File: src/rtl/exe_alu_stage.sv
// Execute-stage ALU with the EXE/MEM pipeline register and the NZCV status
// register. Adds and subtracts share one 33-bit adder. A subtract is formed as
// val1 + ~val2 + carry-in, so bit 32 of the sum is directly the ARM C flag
// (NOT borrow).
module exe_alu_stage #(
    parameter int DATA_W = 32
) (
    input  logic              clk,
    input  logic              rst_n,
    input  logic              freeze,
    input  logic              flush,
    input  logic [3:0]        exe_cmd,
    input  logic              s_bit,
    input  logic [DATA_W-1:0] val1,
    input  logic [DATA_W-1:0] val2,
    input  logic [DATA_W-1:0] val_rm,
    input  logic [3:0]        dest_in,
    input  logic              wb_en_in,
    input  logic              mem_r_in,
    input  logic              mem_w_in,
    output logic [DATA_W-1:0] alu_res,
    output logic [DATA_W-1:0] st_data,
    output logic [3:0]        dest,
    output logic              wb_en,
    output logic              mem_r,
    output logic              mem_w,
    output logic [3:0]        nzcv
);

    typedef enum logic [3:0] {
        OP_MOV = 4'b0001,
        OP_ADD = 4'b0010,
        OP_ADC = 4'b0011,
        OP_SUB = 4'b0100,
        OP_SBC = 4'b0101,
        OP_AND = 4'b0110,
        OP_ORR = 4'b0111,
        OP_EOR = 4'b1000,
        OP_MVN = 4'b1001
    } alu_op_e;

    logic [DATA_W-1:0] alu_res_q, st_data_q;
    logic [3:0]        dest_q;
    logic              wb_en_q, mem_r_q, mem_w_q;
    logic [3:0]        nzcv_q, nzcv_d;

    logic [DATA_W-1:0] res_d;
    logic [DATA_W-1:0] b_op;
    logic              cin;
    logic [DATA_W:0]   sum;
    logic              is_arith, op_valid;
    logic              c_in_q;

    // The carry used by ADC/SBC is the registered flag (value before this update)
    assign c_in_q = nzcv_q[1];

    // Select the adder operands, then choose the result and the next flag value
    always_comb begin
        b_op     = val2;
        cin      = 1'b0;
        is_arith = 1'b0;
        op_valid = 1'b1;
        res_d    = '0;
        nzcv_d   = nzcv_q;

        unique case (exe_cmd)
            OP_ADD: begin b_op = val2;  cin = 1'b0;   is_arith = 1'b1; end
            OP_ADC: begin b_op = val2;  cin = c_in_q; is_arith = 1'b1; end
            OP_SUB: begin b_op = ~val2; cin = 1'b1;   is_arith = 1'b1; end
            OP_SBC: begin b_op = ~val2; cin = c_in_q; is_arith = 1'b1; end
            default: ;
        endcase

        sum = {1'b0, val1} + {1'b0, b_op} + {{DATA_W{1'b0}}, cin};

        unique case (exe_cmd)
            OP_MOV:                         res_d = val2;
            OP_MVN:                         res_d = ~val2;
            OP_ADD, OP_ADC, OP_SUB, OP_SBC: res_d = sum[DATA_W-1:0];
            OP_AND:                         res_d = val1 & val2;
            OP_ORR:                         res_d = val1 | val2;
            OP_EOR:                         res_d = val1 ^ val2;
            default: begin
                res_d    = '0;
                op_valid = 1'b0;
            end
        endcase

        if (s_bit && op_valid && !flush) begin
            nzcv_d[3] = res_d[DATA_W-1];
            nzcv_d[2] = (res_d == '0);
            if (is_arith) begin
                nzcv_d[1] = sum[DATA_W];
                // The adder's operands have the same sign, but the sum's sign differs
                nzcv_d[0] = (val1[DATA_W-1] == b_op[DATA_W-1]) &&
                            (sum[DATA_W-1] != val1[DATA_W-1]);
            end
        end
    end

    // EXE/MEM register. A flush clears the pipe slot even while frozen; nzcv holds
    always_ff @(posedge clk or negedge rst_n) begin
        if (!rst_n) begin
            alu_res_q <= '0;
            st_data_q <= '0;
            dest_q    <= '0;
            wb_en_q   <= 1'b0;
            mem_r_q   <= 1'b0;
            mem_w_q   <= 1'b0;
            nzcv_q    <= '0;
        end else if (flush) begin
            alu_res_q <= '0;
            st_data_q <= '0;
            dest_q    <= '0;
            wb_en_q   <= 1'b0;
            mem_r_q   <= 1'b0;
            mem_w_q   <= 1'b0;
        end else if (!freeze) begin
            alu_res_q <= res_d;
            st_data_q <= val_rm;
            dest_q    <= dest_in;
            wb_en_q   <= wb_en_in;
            mem_r_q   <= mem_r_in;
            mem_w_q   <= mem_w_in;
            nzcv_q    <= nzcv_d;
        end
    end

    assign alu_res = alu_res_q;
    assign st_data = st_data_q;
    assign dest    = dest_q;
    assign wb_en   = wb_en_q;
    assign mem_r   = mem_r_q;
    assign mem_w   = mem_w_q;
    assign nzcv    = nzcv_q;

endmodule
File: config.mk
export PLATFORM = sky130hd
export DESIGN_NAME = exe_alu_stage
export DESIGN_NICKNAME = d
export VERILOG_FILES = /design/src/rtl/exe_alu_stage.sv
export SDC_FILE = /design/constraint.sdc
export NUM_CORES = 1
export LEC_CHECK = 0
export BUFFER_PORTS_ARGS = -buffer_cell sky130_fd_sc_hd__buf_4
export CAP_MARGIN = 20
export CORE_ASPECT_RATIO = 2
export CORE_MARGIN = 2
export CORE_UTILIZATION = 35
export CTS_BUF_LIST = sky130_fd_sc_hd__clkbuf_2 sky130_fd_sc_hd__clkbuf_4 sky130_fd_sc_hd__clkbuf_8
export CTS_CLUSTER_DIAMETER = 40
export DETAILED_ROUTE_END_ITERATION = 10
export PLACE_DENSITY = 0.65
export SKIP_LAST_GASP = 1
export SYNTH_ARGS = -nofsm -noshare
export SYNTH_HDL_FRONTEND = slang
export SYNTH_SLANG_ARGS = --single-unit
File: constraint.sdc
create_clock -name clk -period 5.3 [get_ports clk]
set_input_delay 1.06 -clock clk [delete_from_list [all_inputs] [get_ports clk]]
set_output_delay 1.06 -clock clk [all_outputs]
set_load 0.005 [all_outputs]
==> impl_table.tex <==
\begin{tabular}{lr}
\hline
Metric & Value \\
\hline
\multicolumn{2}{l}{\textbf{Die}} \\
Die Y & 215 um \\
Initial standard-cell utilization of the core & 0.353 \\
Area enclosed by the die boundary & 23500 um\^{}2 \\
Floorplan die width & 109 um \\
Area inside the core boundary & 22000 um\^{}2 \\
Top-level I/O count & 187 \\
Cell Rows & 77 \\
\multicolumn{2}{l}{\textbf{Logic synthesis}} \\
Synthesized area per cell & 8.28 um\^{}2 \\
Flop and latch count out of synthesis & 75 \\
Total standard cell area after synthesis & 7760 um\^{}2 \\
Net count after synthesis & 1147 \\
Count of flip-flops with a built-in enable after synthesis & 0 \\
Synthesized instance count & 938 \\
Synth warnings & 0 \\
Sequential-to-total area share from yosys stat & 0.242 \\
Async set or reset register ratio after synthesis & 1.00 \\
Primary FF master, synth & dfrtp\_1 \\
Distinct cells, synth & 85 \\
\multicolumn{2}{l}{\textbf{Global routing}} \\
Largest net degree at the start of global routing & 76 \\
Initial antenna violation count & 0 \\
Wire length of the first global-routing pass & 43600 um \\
Number of global-route vias before repair & 7971 \\
Overall overflow remaining after global route & 0 \\
Total track usage & 0.245 \\
\multicolumn{2}{l}{\textbf{Final layout}} \\
Synth-to-layout area growth & 24.6\% \\
Area taken by flip-flops and latches & 1880 um\^{}2 \\
Number of filler instances in the final layout & 2220 \\
Fraction of final layout cells sized beyond drive strength 1 & 0.237 \\
Fin nets & 1315 \\
Area taken by multi-input logic gates & 5330 um\^{}2 \\
Number of diodes added for antenna fixing & 0 \\
\multicolumn{2}{l}{\textbf{STA}} \\
Crit path setup slack, layout & 0.652 ns \\
Fraction of the cycle the final worst path needs & 0.877 \\
Final setup violation count & 0 \\
Fin Hold WS & 0.514 ns \\
Final Slew Violations & 0 \\
Minimum clock period & 4.65 ns \\
Max transition margin & 0.220 \\
Actual transition at the worst max-transition pin & 1.15 ns \\
Accumulated negative setup slack & 0 ns \\
Unrepaired setup endpoints after global routing & false \\
Post-Route Skew & 0.00940 ns \\
Final hold violation count & 0 \\
Fmax & 215 MHz \\
\multicolumn{2}{l}{\textbf{Pwr}} \\
Maximum VDD drop & 0.000242 V \\
Pwr Total & 1.98 mW \\
Leak pwr & 4.82 nW \\
Pwr/cell area & 205 nW/um\^{}2 \\
\multicolumn{2}{l}{\textbf{CTS}} \\
CTS Root Cell & clkbuf\_8 \\
TritonCTS buffer count & 9 \\
CTS Hold Bufs & 0 \\
Maximum root-to-sink buffer count & 2 \\
Post-cts gate resize count & 0 \\
Clock tree from TritonCTS & built \\
TritonCTS Sinks & 75 \\
Clock slew at reported path FFs & 0.09 ns \\
Number of levels the H-tree was split into & 3 \\
Clk\_lat worst skew & 0.35 ns \\
Setup Buffers After CTS & 0 \\
\multicolumn{2}{l}{\textbf{Routing}} \\
DRC marker count from the first detailed-route iteration & 333 \\
Routed via count & 7792 \\
Number of iterations in the first detailed-routing pass & 6 \\
Final Routed Wirelength & 28700 um \\
Ratio of routed vias to standard cells & 5.62 \\
Detail-routed net length per standard cell & 20.7 um \\
DRC Markers & 0 \\
Post-detailed-route count of antenna-violating nets & 0 \\
\multicolumn{2}{l}{\textbf{Hold path}} \\
Min-Delay Path Class & flip-flop to flip-flop \\
\multicolumn{2}{l}{\textbf{Placement}} \\
Total of buffers placed on input and output ports & 186 \\
Detailed placement HPWL & 22800 um \\
Post-Place Worst Slack & 0.341 ns \\
Global placer's final weighted congestion & 0.944 \\
\multicolumn{2}{l}{\textbf{Critical path}} \\
Critical path data arrival time & 4.88 ns \\
CP endpoint kind & flip-flop \\
WP data required & 5.53 ns \\
Startpoint type of the worst setup path & input port \\
Highest fanout seen on the critical path & 15 \\
Setup Crit Path Kind & input port to flip-flop \\
\multicolumn{2}{l}{\textbf{Outcome}} \\
Status & complete, no violations \\
\multicolumn{2}{l}{\textbf{Run}} \\
\# Max-Cap Violations & 0 \\
\hline
\end{tabular}
[final timing paths]
| kind | slack (ns) | cells past startpoint | from | to |
|---|---|---|---|---|
| setup / recovery | 0.65 | 18 | exe_cmd[2] | nzcv[2]$_DFFE_PN0P_ |
| hold / removal | 0.51 | 1 | alu_res[20]$_DFFE_PN0P_ | alu_res[20]$_DFFE_PN0P_ |
| setup reg to reg | 1.45 | 15 | nzcv[1]$_DFFE_PN0P_ | nzcv[2]$_DFFE_PN0P_ |
| hold reg to reg | 0.51 | 1 | alu_res[20]$_DFFE_PN0P_ | alu_res[20]$_DFFE_PN0P_ |
| max in group asynchronous | 3.79 | 1 | rst_n | alu_res[20]$_DFFE_PN0P_ |
| min in group asynchronous | 0.84 | 1 | rst_n | alu_res[19]$_DFFE_PN0P_ |
[report_power, final]
group	internal (mW)	switching, mW	leakage [nW]
combinational	0.370	0.497	3.73
clock	0.225	0.249	0.0984
sequential	0.613	0.0302	0.997
[stage by stage]
step / util / area, um^2 / std cells
6_report: 0.440 / 9670 / 1387
5_1_grt: 0.440 / 9670 / 1387
4_1_cts: 0.440 / 9670 / 1387
3_5_place_dp: 0.431 / 9470 / 1371
3_3_place_gp: 0.431 / 9470 / 1371
2_1_floorplan: - / 7760 / 938
[layout make-up]
class	count	share of cell area
Clock inverter	7	0.00854
Clock buffer	9	0.0128
Inverter	82	0.0318
Tap cell	276	0.0357
Timing Repair Buffer	212	0.166
Multi-Input combinational cell	726	0.551
Sequential cell	75	0.194
[routing by layer]
metal / track usage / wire length, um
met5: 0 / 0
met4: 0.167 / 2220
met3: 0.0374 / 1280
met2: 0.452 / 15500
met1: 0.240 / 9770
[flip-flops by register name, summed over array words and instances (netlist names)]
register	cells
wb_en	1
mem_r	1
dest	4
st_data	32
mem_w	1
nzcv	4
alu_res	32
[placed cells by master (no fill, tap or decap), types with 3 or more instances in the layout]
cell type and n:
o21bai_1 4, nor3_1 14, a311oi_1 3, a21oi_1 56, o211ai_1 12, nor2b_1 5
o211a_1 7, nor2_1 112, o22ai_1 4, buf_4 211, and3_2 3, and3_1 4
a21o_2 4, nor4_2 3, clkbuf_8 9, nand3_1 15, a31oi_1 13, nand2b_1 10
nand2_1 59, a21o_1 8, o21a_1 3, xor2_1 18, ha_1 95, mux2i_1 49
a22oi_1 20, o21ai_1 4, nand4_1 13, dfrtp_1 75, a221oi_1 4, or3_1 6
inv_1 82, xnor2_1 44, o2111ai_1 8, o221ai_1 5, a211oi_1 19, o21ai_0 41
[cell usage after synthesis (all sizes together) (3+ instances only)]
master	count	area share
nor4	5	0.0064
o22ai	4	0.0032
a211oi	20	0.020
nand4	13	0.010
clkbuf	32	0.017
ha	95	0.15
mux2i	49	0.063
nor2	114	0.055
o2111ai	8	0.0090
dfrtp	75	0.24
o211ai	13	0.013
o221ai	5	0.0056
and2	3	0.0029
a22oi	20	0.019
a311oi	4	0.0068
nor2b	5	0.0040
a221oi	4	0.0045
a21o	12	0.012
nand3	15	0.0097
xnor2	44	0.050
nand2b	10	0.0081
o21ai	46	0.030
xor2	18	0.020
nor3	14	0.0090
and3	7	0.0061
o21bai	4	0.0039
o21a	3	0.0029
buf	23	0.019
or3	6	0.0048
a31oi	15	0.014
a21oi	59	0.040
nand2	59	0.029
inv	82	0.040
o211a	7	0.0090
[cell families after synthesis]
group | Yosys count | synth area share
DFF | 75 | 0.242
buffers and inverters | 137 | 0.0756
adders and majority gates | 97 | 0.158
muxes | 51 | 0.0661
xor gates and xnor gates | 62 | 0.0700
and+or+nand+nor | 264 | 0.160
AOI/OAI and AO/OA | 252 | 0.228
[worst max-delay path, stage by stage]
cell and delay [ns]:
buf_4 0.19, nand2b_1 0.17, nor2_4 0.25, nand2_1 0.08
a21oi_1 0.20, fa_1 0.23, inv_1 0.06, fa_1 0.42
nand2b_1 0.18, a21o_1 0.21, a21oi_1 0.30, o211ai_1 0.22
a31oi_1 0.38, o21ai_1 0.18, a211oi_1 0.26, a31oi_1 0.06
o2111ai_1 0.29, o31ai_2 0.11
No activity file was read; power rests on OpenSTA's default activity.
